## config.mk

```make
export PLATFORM = sky130hd
export DESIGN_NAME = wb_timeout_bridge_flat
export DESIGN_NICKNAME = d
export VERILOG_FILES = /design/src/rtl/wb_sys_pkg.sv /design/src/rtl/wb_if.sv /design/src/rtl/wb_stall_counter.sv /design/src/rtl/wb_timeout_bridge.sv /design/src/flat_wrapper.sv
export SDC_FILE = /design/constraint.sdc
export NUM_CORES = 1
export LEC_CHECK = 0
export BUFFER_PORTS_ARGS = -buffer_cell sky130_fd_sc_hd__buf_2
export CAP_MARGIN = 20
export CORE_AREA = 2 2 93 95
export DETAILED_ROUTE_END_ITERATION = 10
export DIE_AREA = 0 0 95 97
export PLACE_DENSITY = 0.72
export SLEW_MARGIN = 15
export SYNTH_ARGS = -nofsm -noshare
export SYNTH_HDL_FRONTEND = slang
export SYNTH_SLANG_ARGS = --single-unit
```

## constraint.sdc

```tcl
create_clock -name clk -period 1.9 [get_ports clk]
set_input_delay 0.19 -clock clk [delete_from_list [all_inputs] [get_ports clk]]
set_output_delay 0.19 -clock clk [all_outputs]
set_load 0.005 [all_outputs]
```

## src/rtl/wb_sys_pkg.sv

```systemverilog
// Shared Wishbone system types: bridge FSM states and CTI burst encodings.
// Used by the timeout bridge and its stall counter.
package wb_sys_pkg;

  typedef enum logic [1:0] {
    IDLE  = 2'd0,
    FWD   = 2'd1,
    TMO   = 2'd2,
    DRAIN = 2'd3
  } state_t;

  localparam logic [2:0] CTI_CLASSIC = 3'b000;
  localparam logic [2:0] CTI_INCR    = 3'b010;
  localparam logic [2:0] CTI_EOB     = 3'b111;

  localparam int STALL_W = 16;

endpackage

```

## src/rtl/wb_if.sv

```systemverilog
// Wishbone B4 bus bundle with master and slave views.
// Widths set per instance; SEL is one bit per data byte.
interface wb_if #(
  parameter int ADDR_WIDTH = 32,
  parameter int DATA_WIDTH = 32
);

  logic [ADDR_WIDTH-1:0]   adr;
  logic [DATA_WIDTH-1:0]   dat_w;
  logic [DATA_WIDTH-1:0]   dat_r;
  logic [DATA_WIDTH/8-1:0] sel;
  logic                    we;
  logic [2:0]              cti;
  logic [1:0]              bte;
  logic                    cyc;
  logic                    stb;
  logic                    ack;
  logic                    err;

  modport master (
    output adr, dat_w, sel, we, cti, bte, cyc, stb,
    input  dat_r, ack, err
  );

  modport slave (
    input  adr, dat_w, sel, we, cti, bte, cyc, stb,
    output dat_r, ack, err
  );

endinterface

```

## src/rtl/wb_stall_counter.sv

```systemverilog
// Counts consecutive stalled beats; flags the last stall before timeout.
// Any non-stall cycle restarts the count from zero.
module wb_stall_counter
  import wb_sys_pkg::*;
#(
  parameter int LIMIT = 256
) (
  input  logic clk,
  input  logic rstn,
  input  logic inc,
  output logic hit
);

  localparam logic [STALL_W-1:0] LAST = STALL_W'(LIMIT - 1);

  logic [STALL_W-1:0] cnt;

  assign hit = inc && (cnt == LAST);

  always_ff @(posedge clk or negedge rstn) begin
    if (!rstn) begin
      cnt <= '0;
    end else if (inc) begin
      cnt <= cnt + 1'b1;
    end else begin
      cnt <= '0;
    end
  end

endmodule

```

## src/rtl/wb_timeout_bridge.sv

```systemverilog
// Wishbone pass-through that forces ERR on a slave stalling too long.
// Define WB_TIMEOUT_BRIDGE_CAPTURE_EN to add the failing-address capture.
module wb_timeout_bridge
  import wb_sys_pkg::*;
#(
  parameter int WB_ADDR_WIDTH  = 32,
  parameter int WB_DATA_WIDTH  = 32,
  parameter int TIMEOUT_CYCLES = 256
) (
  input  logic        clk,
  input  logic        rstn,
  wb_if.slave         m,
  wb_if.master        s,
  output logic [15:0] timeout_count
`ifdef WB_TIMEOUT_BRIDGE_CAPTURE_EN
  ,
  output logic [WB_ADDR_WIDTH-1:0] err_addr,
  output logic                     err_valid,
  input  logic                     err_clr
`endif
);

  state_t state;

  logic pass;
  logic tmo;
  logic stall;
  logic hit;

  logic [WB_ADDR_WIDTH-1:0] adr;
  logic [WB_DATA_WIDTH-1:0] rdata;

  assign pass = (state == IDLE) || (state == FWD);
  assign tmo  = (state == TMO);

  assign adr   = m.adr;
  assign rdata = pass ? s.dat_r : '0;

  assign s.adr   = adr;
  assign s.dat_w = m.dat_w;
  assign s.sel   = m.sel;
  assign s.we    = m.we;
  assign s.cti   = m.cti;
  assign s.bte   = m.bte;
  assign s.cyc   = pass & m.cyc;
  assign s.stb   = pass & m.stb;

  assign m.dat_r = rdata;
  assign m.ack   = pass & s.ack;
  assign m.err   = tmo | (pass & s.err);

  // A response in the threshold cycle is not a stall, so it beats the timeout.
  assign stall = (state == FWD) & m.cyc & m.stb
               & ~s.ack & ~s.err;

  wb_stall_counter #(
    .LIMIT(TIMEOUT_CYCLES)
  ) u_stall (
    .clk (clk),
    .rstn(rstn),
    .inc (stall),
    .hit (hit)
  );

  always_ff @(posedge clk or negedge rstn) begin
    if (!rstn) begin
      state <= IDLE;
    end else begin
      unique case (state)
        IDLE:    if (m.cyc && m.stb) state <= FWD;
        FWD: begin
          if (!m.cyc)   state <= IDLE;
          else if (hit) state <= TMO;
        end
        TMO:     state <= DRAIN;
        DRAIN:   if (!m.cyc) state <= IDLE;
        default: state <= IDLE;
      endcase
    end
  end

  always_ff @(posedge clk or negedge rstn) begin
    if (!rstn) begin
      timeout_count <= '0;
    end else if (hit && (timeout_count != 16'hFFFF)) begin
      timeout_count <= timeout_count + 1'b1;
    end
  end

`ifdef WB_TIMEOUT_BRIDGE_CAPTURE_EN
  // A new timeout outranks a clear landing in the same cycle.
  always_ff @(posedge clk or negedge rstn) begin
    if (!rstn) begin
      err_addr  <= '0;
      err_valid <= 1'b0;
    end else if (hit) begin
      err_addr  <= adr;
      err_valid <= 1'b1;
    end else if (err_clr) begin
      err_valid <= 1'b0;
    end
  end
`endif

endmodule

```

## src/flat_wrapper.sv

```systemverilog
// flat-port wrapper written by rule: the top's interface ports become plain ports
module wb_timeout_bridge_flat import wb_sys_pkg::*;
#(
  parameter int WB_ADDR_WIDTH  = 32,
  parameter int WB_DATA_WIDTH  = 32,
  parameter int TIMEOUT_CYCLES = 256
)
  (clk, rstn, timeout_count, m_adr, m_dat_w, m_sel, m_we, m_cti, m_bte, m_cyc, m_stb, m_dat_r, m_ack, m_err, s_adr, s_dat_w, s_sel, s_we, s_cti, s_bte, s_cyc, s_stb, s_dat_r, s_ack, s_err);
  wb_if #(.ADDR_WIDTH(32), .DATA_WIDTH(32)) m_i ();
  wb_if #(.ADDR_WIDTH(32), .DATA_WIDTH(32)) s_i ();
  input  logic clk;
  input  logic rstn;
  output logic [15:0] timeout_count;
  input wire logic [$bits(m_i.adr)-1:0] m_adr;
  input wire logic [$bits(m_i.dat_w)-1:0] m_dat_w;
  input wire logic [$bits(m_i.sel)-1:0] m_sel;
  input wire logic [$bits(m_i.we)-1:0] m_we;
  input wire logic [$bits(m_i.cti)-1:0] m_cti;
  input wire logic [$bits(m_i.bte)-1:0] m_bte;
  input wire logic [$bits(m_i.cyc)-1:0] m_cyc;
  input wire logic [$bits(m_i.stb)-1:0] m_stb;
  output wire logic [$bits(m_i.dat_r)-1:0] m_dat_r;
  output wire logic [$bits(m_i.ack)-1:0] m_ack;
  output wire logic [$bits(m_i.err)-1:0] m_err;
  output wire logic [$bits(s_i.adr)-1:0] s_adr;
  output wire logic [$bits(s_i.dat_w)-1:0] s_dat_w;
  output wire logic [$bits(s_i.sel)-1:0] s_sel;
  output wire logic [$bits(s_i.we)-1:0] s_we;
  output wire logic [$bits(s_i.cti)-1:0] s_cti;
  output wire logic [$bits(s_i.bte)-1:0] s_bte;
  output wire logic [$bits(s_i.cyc)-1:0] s_cyc;
  output wire logic [$bits(s_i.stb)-1:0] s_stb;
  input wire logic [$bits(s_i.dat_r)-1:0] s_dat_r;
  input wire logic [$bits(s_i.ack)-1:0] s_ack;
  input wire logic [$bits(s_i.err)-1:0] s_err;
  assign m_i.adr = m_adr;
  assign m_i.dat_w = m_dat_w;
  assign m_i.sel = m_sel;
  assign m_i.we = m_we;
  assign m_i.cti = m_cti;
  assign m_i.bte = m_bte;
  assign m_i.cyc = m_cyc;
  assign m_i.stb = m_stb;
  assign m_dat_r = m_i.dat_r;
  assign m_ack = m_i.ack;
  assign m_err = m_i.err;
  assign s_adr = s_i.adr;
  assign s_dat_w = s_i.dat_w;
  assign s_sel = s_i.sel;
  assign s_we = s_i.we;
  assign s_cti = s_i.cti;
  assign s_bte = s_i.bte;
  assign s_cyc = s_i.cyc;
  assign s_stb = s_i.stb;
  assign s_i.dat_r = s_dat_r;
  assign s_i.ack = s_ack;
  assign s_i.err = s_err;
  wb_timeout_bridge #(.WB_ADDR_WIDTH(WB_ADDR_WIDTH), .WB_DATA_WIDTH(WB_DATA_WIDTH), .TIMEOUT_CYCLES(TIMEOUT_CYCLES)) u_core (.clk(clk), .rstn(rstn), .m(m_i), .s(s_i), .timeout_count(timeout_count));
endmodule
```

==> results.txt, run 1 <==
Rows: 33
critical path endpoint category: flip-flop
DP Cell Count: 402
Req. time, crit path: 2.08 ns
vias: 1870
Max FO, Critical Path: 4
# setup viols final: 0
Yosys top cell area share: 34.26%
GRT overflow: 0
CTS max path bufs: 2
CTS root buf: clkbuf_8
Slew HR: 49.15%
Leakage Power: 1.348 nW
Clock Latency Late Sink: 0.29 ns
main combinational cell family by area after synthesis: simple AND/OR/NAND/NOR gates
critical path class: reg -> reg
number of global-route vias before repair: 1804
FMAX: 554.2 MHz
DP HPWL: 5172 µm
fin. max-slew vios: 0
DRT Pass-1 Iters: 4
Synth area leaders: dfrtp_1 (34%), buf_4 (22%), nor2b_1 (8.8%)
Via density: 4.506
RSZ-0062 raised after global routing: true
Synth cell types: 33
Die Wd: 95 µm
CTS tree: built
WP data arrival: 1.99 ns
Setup TNS: 0 ns
largest net degree at the start of global routing: 39
Max Cap Viol: 0
clk sink count: 34
post-route insts no fill: 415
Synth Area in Simple Gates: 26.95%
Starting Density: 30.53%
ANT cells: 0
# nets final: 423
IO Count: 238
Final Skew: 0.005933 ns
DR DRC count: 0
synthesized area: 0.002484 mm²
die area: 0.009215 mm²
synthesized area per cell: 9.064 µm²
P&R area growth vs syn: 10.48%
mux cell area share after synthesis: 1.814%
Post-Syn Instances: 274
Cell Pwr Density: 521.0 mW/mm²
initial antenna violation count: 0
post-synth top area cell: dfrtp_1
core area: 0.008134 mm²
Num CTS Buffers: 5
Fillers: 820
worst slew pin tran: 0.7627 ns
Tmin final: 1.804 ns
fraction of layout cells with a size suffix above 1: 40.97%
drt wl/cell: 15.88 µm
Yosys Warn Count: 0
commonest non-fill, non-tap cell in the layout: buf_2
Worst setup SP type: flip-flop
drt total wl: 6591 µm
CTS clk-pin slew, worst paths: 0.07 ns
commonest cells after routing, fill and taps aside: buf_2 (89), nor2b_1 (35), dfrtp_1 (34)
DR iter-0 viols: 77
H-tree Lvls: 2
syn nets: 388
RePlAce Congestion: 0.7623
period utilisation layout: 94.97%
complex-gate fraction of the synthesized area: 4.131%
outcome: finished, final reports clean
min-delay worst type: in -> reg
die height: 97 µm
IR drop worst, VDD: 0.3346 mV
adder-cell share of the synthesized area: 1.008%
Global Route Usage Sum: 14.08%
antenna viol nets, final: 0
Synth Area in XOR/XNOR: 7.758%
Yosys reg bits: 34
sequential element share of the synthesized area: 34.26%
first-pass GRT wire length: 10040 µm
Final Hold Vio Count: 0
I/O Buffers: 89
==> sequential cells by signal (all words and copies together) (netlist names), named ones only <==
register	cells
u_core.timeout_count	16
u_core.u_stall.cnt	16
u_core.state	1
==> logic make-up (layout without fill, tap and decap cells) <==
logic type | count (synthesis) | in the layout
AND/OR/NAND/NOR | 112 | 112
multiplexers | 4 | 4
flip-flops | 34 | 34
XOR/XNOR | 22 | 22
buffers and inverters | 85 | 121
AO/OA/AOI/OAI | 15 | 15
adder cells (fa/ha/maj) | 2 | 2
==> routing by layer <==
layer	track usage (%)	wire length [µm]
met5	0	0
met4	9.253	329
met3	5.062	623
met2	20.24	2986
met1	17.51	2651
==> where the power goes <==
group	total (W)	switching, W	internal [W]
sequential	0.000728	0.00000178	0.000726
clock	0.000559	0.000267	0.000292
combinational	0.000143	0.0000653	0.0000776
==> area by class of cell <==
type	instances	area (µm²)	share of cell area [%]
Multi-Input combinational cell	155	1057	38.53
Clock buffer	7	86.33	3.146
Timing Repair Buffer	108	594.3	21.66
Sequential cell	34	850.8	31.01
Inverter	5	18.77	0.6840
Clock inverter	1	5.005	0.1824
Tap cell	105	131.4	4.788
==> critical path: stages, from the launching register on <==
cell	delay [ns]
dfrtp_1	0.40
ha_2	0.21
nand2_2	0.06
nor3b_2	0.24
buf_4	0.15
nand2_1	0.08
nor3_1	0.21
mux2_2	0.35
==> synthesized netlist by cell type <==
| master | instances |
|---|---|
| buf_4 | 74 |
| nor2b_1 | 35 |
| dfrtp_1 | 34 |
| nor2_1 | 14 |
| nand3_1 | 13 |
| xnor2_1 | 13 |
| nand2_1 | 12 |
| xor2_1 | 9 |
| and3_1 | 7 |
| nand4_1 | 7 |
| a21oi_1 | 5 |
| clkbuf_1 | 5 |
| inv_1 | 5 |
| o21ai_0 | 5 |
| nor3_1 | 4 |
| or3_1 | 4 |
| and2_1 | 3 |
| mux2_2 | 3 |
| nor4_1 | 3 |
| and4_1 | 2 |
| ha_1 | 2 |
| nor3_2 | 2 |
| nor4_2 | 2 |
| o21bai_1 | 2 |
| a211oi_4 | 1 |
| a41oi_1 | 1 |
| buf_2 | 1 |
| mux2_1 | 1 |
| nand2b_1 | 1 |
| nand4_2 | 1 |
| nor3b_2 | 1 |
| nor4b_4 | 1 |
| o2bb2ai_1 | 1 |
==> what timing repair did <==
| action | in CTS | in global routing |
|---|---|---|
| endpoints found under the setup margin | 0 | 14 |
| hold buffers | 1 | 0 |
| endpoints found under the hold margin | 33 | 0 |
| gates resized for setup | 0 | 5 |
| buffers inserted | 0 | 4 |
==> worst paths after layout <==
kind                                             from                  endpoint  slack (ns)  depth (start not counted)
worst max-delay path            u_core.u_stall.cnt[0]  u_core.timeout_count[14]         0.1                          7
worst min-delay path                            m_cyc                 flip-flop        0.21                          3
worst max register to register  u_core.u_stall.cnt[0]  u_core.timeout_count[14]         0.1                          7
worst min register to register        u_core.state[0]           u_core.state[0]        0.45                          1
max in group asynchronous                        rstn    u_core.u_stall.cnt[14]        0.90                          2
min in group asynchronous                        rstn     u_core.u_stall.cnt[3]        0.52                          2
==> stage by stage <==
| stage | total power (W) | worst slack [ns] | instance area (µm²) | hold WS [ns] | util, % |
|---|---|---|---|---|---|
| 2_1_floorplan | 0.0009132 | 0.1115 | 2484 | -0.1056 | - |
| 3_5_place_dp | 0.0008856 | 0.03956 | 2586 | 0.3123 | 31.80 |
| 4_1_cts | 0.001448 | 0.02558 | 2688 | 0.2254 | 33.04 |
| 6_report | 0.001430 | 0.09565 | 2744 | 0.2127 | 33.73 |
| 5_1_grt | 0.001496 | -0.06168 | 2744 | 0.2469 | 33.73 |
| 3_3_place_gp | 0.0008858 | 0.07281 | 2586 | 0.3043 | 31.80 |
No activity file was read; power rests on OpenSTA's default activity.
==> inputs of run 2 (changes only) <==
--- a/config.mk
+++ b/config.mk
@@ -11,6 +11,7 @@
 export DETAILED_ROUTE_END_ITERATION = 10
 export DIE_AREA = 0 0 95 97
 export PLACE_DENSITY = 0.72
+export RECOVER_POWER = 50
 export SLEW_MARGIN = 15
 export SYNTH_ARGS = -nofsm -noshare
 export SYNTH_HDL_FRONTEND = slang
==> results.txt, run 2 (synthesized netlist as in run 1, its figures left out) <==
Final Cell Area: 0.002729 mm² (-0.55%)
Max FO, Critical Path: 4 (unchanged)
outcome: finished, final reports clean
Req. time, crit path: 2.08 ns (about the same)
DR iter-0 viols: 80 (+3.9%)
Rows: 33 (unchanged)
sequential fraction of design power: 50.9% (about the same)
WP data arrival: 1.99 ns (about the same)
RePlAce Congestion: 0.7623 (unchanged)
FMAX: 554.3 MHz (about the same)
H-tree Lvls: 2 (unchanged)
# setup viols final: 0 (unchanged)
Tmin final: 1.804 ns (-0.0001505 ns)
CTS clk-pin slew, worst paths: 0.07 ns (about the same)
largest net degree at the start of global routing: 39 (unchanged)
Via density: 4.506 (unchanged)
first-pass GRT wire length: 10040 µm (unchanged)
critical path class: reg -> reg
combinational fraction of design power: 10.0% (about the same)
drt wl/cell: 15.86 µm (-0.12%)
clk sink count: 34 (unchanged)
IR drop worst, VDD: 0.3346 mV (unchanged)
CTS max path bufs: 2 (unchanged)
Psw: 0.0003336 W (about the same)
Regs by FF count: u_core.timeout_count (16), u_core.u_stall.cnt (16), u_core.state (1)
DP HPWL: 5172 µm (unchanged)
Worst setup SP type: flip-flop
GRT overflow: 0 (unchanged)
Cell Pwr Density: 523.9 mW/mm² (+0.55%)
Int Power: 0.001096 W (about the same)
Place WS: 0.03956 ns (unchanged)
post-route insts no fill: 415 (unchanged)
worst slew pin tran: 0.8487 ns (+0.08591 ns)
I/O Buffers: 89 (unchanged)
Global Route Usage Sum: 14.08% (unchanged)
drt total wl: 6583 µm (-0.12%)
Clock Latency Late Sink: 0.29 ns (about the same)
CTS root buf: clkbuf_8
number of global-route vias before repair: 1804 (unchanged)
fin worst setup slack: 0.09580 ns (+0.0001505 ns)
highest cell delay on the worst timing path: 0.40 ns (about the same)
Leakage Power: 1.316 nW (-2.3%)
die area: 0.009215 mm² (unchanged)
Final Skew: 0.005959 ns (+0.00002659 ns)
period utilisation layout: 94.96% (about the same)
commonest cells after routing, fill and taps aside: buf_2 (82), nor2b_1 (35), dfrtp_1 (34)
min-delay worst type: in -> reg
DRT Pass-1 Iters: 4 (unchanged)
CTS tree: built
Starting Density: 30.53% (unchanged)
Post-DP Area: 0.002586 mm² (unchanged)
CP top delay family: simple AND/OR/NAND/NOR gates
DR DRC count: 0 (unchanged)
switch share: 23.33% (about the same)
Final Hold Vio Count: 0 (unchanged)
IO Count: 238 (unchanged)
Max Cap Viol: 0 (unchanged)
power share of the clock group: 39.1% (about the same)
commonest non-fill, non-tap cell in the layout: buf_2
Slew HR: 43.42% (-5.7 points)
crit path cell chain: ha_2 -> nand2_2 -> nor3b_2 -> buf_4 -> nand2_1 -> nor3_1 -> mux2_2
initial antenna violation count: 0 (unchanged)
# nets final: 423 (unchanged)
RSZ-0062 raised after global routing: true
die height: 97 µm (unchanged)
r2r setup slk: 0.1 ns (about the same)
CP bufs+invs: 1 (unchanged)
vias: 1870 (unchanged)
fin util: 33.55% (-0.18 points)
fin. max-slew vios: 0 (unchanged)
antenna viol nets, final: 0 (unchanged)
core area: 0.008134 mm² (unchanged)
critical path endpoint category: flip-flop
Die Wd: 95 µm (unchanged)
DP Cell Count: 402 (unchanged)
Num CTS Buffers: 5 (unchanged)
ANT cells: 0 (unchanged)
fraction of layout cells with a size suffix above 1: 38.39% (-2.6 points)
P&R area growth vs syn: 9.874%
Critical Path Slowest Stage Cell: dfrtp_1
run 2: timing repair:
item / 4_1_cts / 5_1_grt
hold endpoints to repair: 33 / 0
setup buffers: 0 / 4
setup endpoints to repair: 0 / 14
hold buffers: 1 / 0
resized for setup: 0 / 5
run 2: power groups by stage:
stage | clock, W | sequential [W] | combinational [W]
final | 0.000559 | 0.000728 | 0.000143
after floorplan | 0 | 0.000742 | 0.000171
after detailed placement | 0 | 0.000742 | 0.000144
after global placement | 0 | 0.000742 | 0.000144
after CTS | 0.000573 | 0.000728 | 0.000146
after global routing | 0.000607 | 0.000728 | 0.000161
run 2: area by class of cell:
cell class,instances,area [µm²]
Clock buffer,7,86.33
Inverter,5,18.77
Sequential cell,34,850.8
Clock inverter,1,5.005
Multi-Input combinational cell,155,1057
Tap cell,105,131.4
Timing Repair Buffer,108,579.3
Fill cell,824,5405
run 2: worst paths after layout:
kind,to,start,depth (start not counted)
max,u_core.timeout_count[14],u_core.u_stall.cnt[0],7
min,flip-flop,m_cyc,3
max reg2reg,u_core.timeout_count[14],u_core.u_stall.cnt[0],7
min reg2reg,u_core.state[0],u_core.state[0],1
max in group asynchronous,u_core.u_stall.cnt[14],rstn,2
min in group asynchronous,u_core.u_stall.cnt[3],rstn,2
run 2: per-layer routing:
metal	up-vias	track usage, %	wire length, µm
li1	900	-	-
met1	869	17.51	2639
met2	67	20.24	2990
met3	34	5.062	624
met4	0	9.253	329
met5	-	0	0
run 2: stage by stage:
step           setup TNS [ns]  power [W]  hold slack, ns
6_report                    0   0.001430          0.2127
5_1_grt              -0.09205   0.001496          0.2469
4_1_cts                     0   0.001448          0.2254
3_5_place_dp                0  0.0008856          0.3123
3_3_place_gp                0  0.0008858          0.3043
2_1_floorplan               0  0.0009132         -0.1056
run 2: worst min-delay path, cell delays in order:
cell     delay, ns
buf_2         0.13
o21ai_0       0.09
nand2_1       0.07
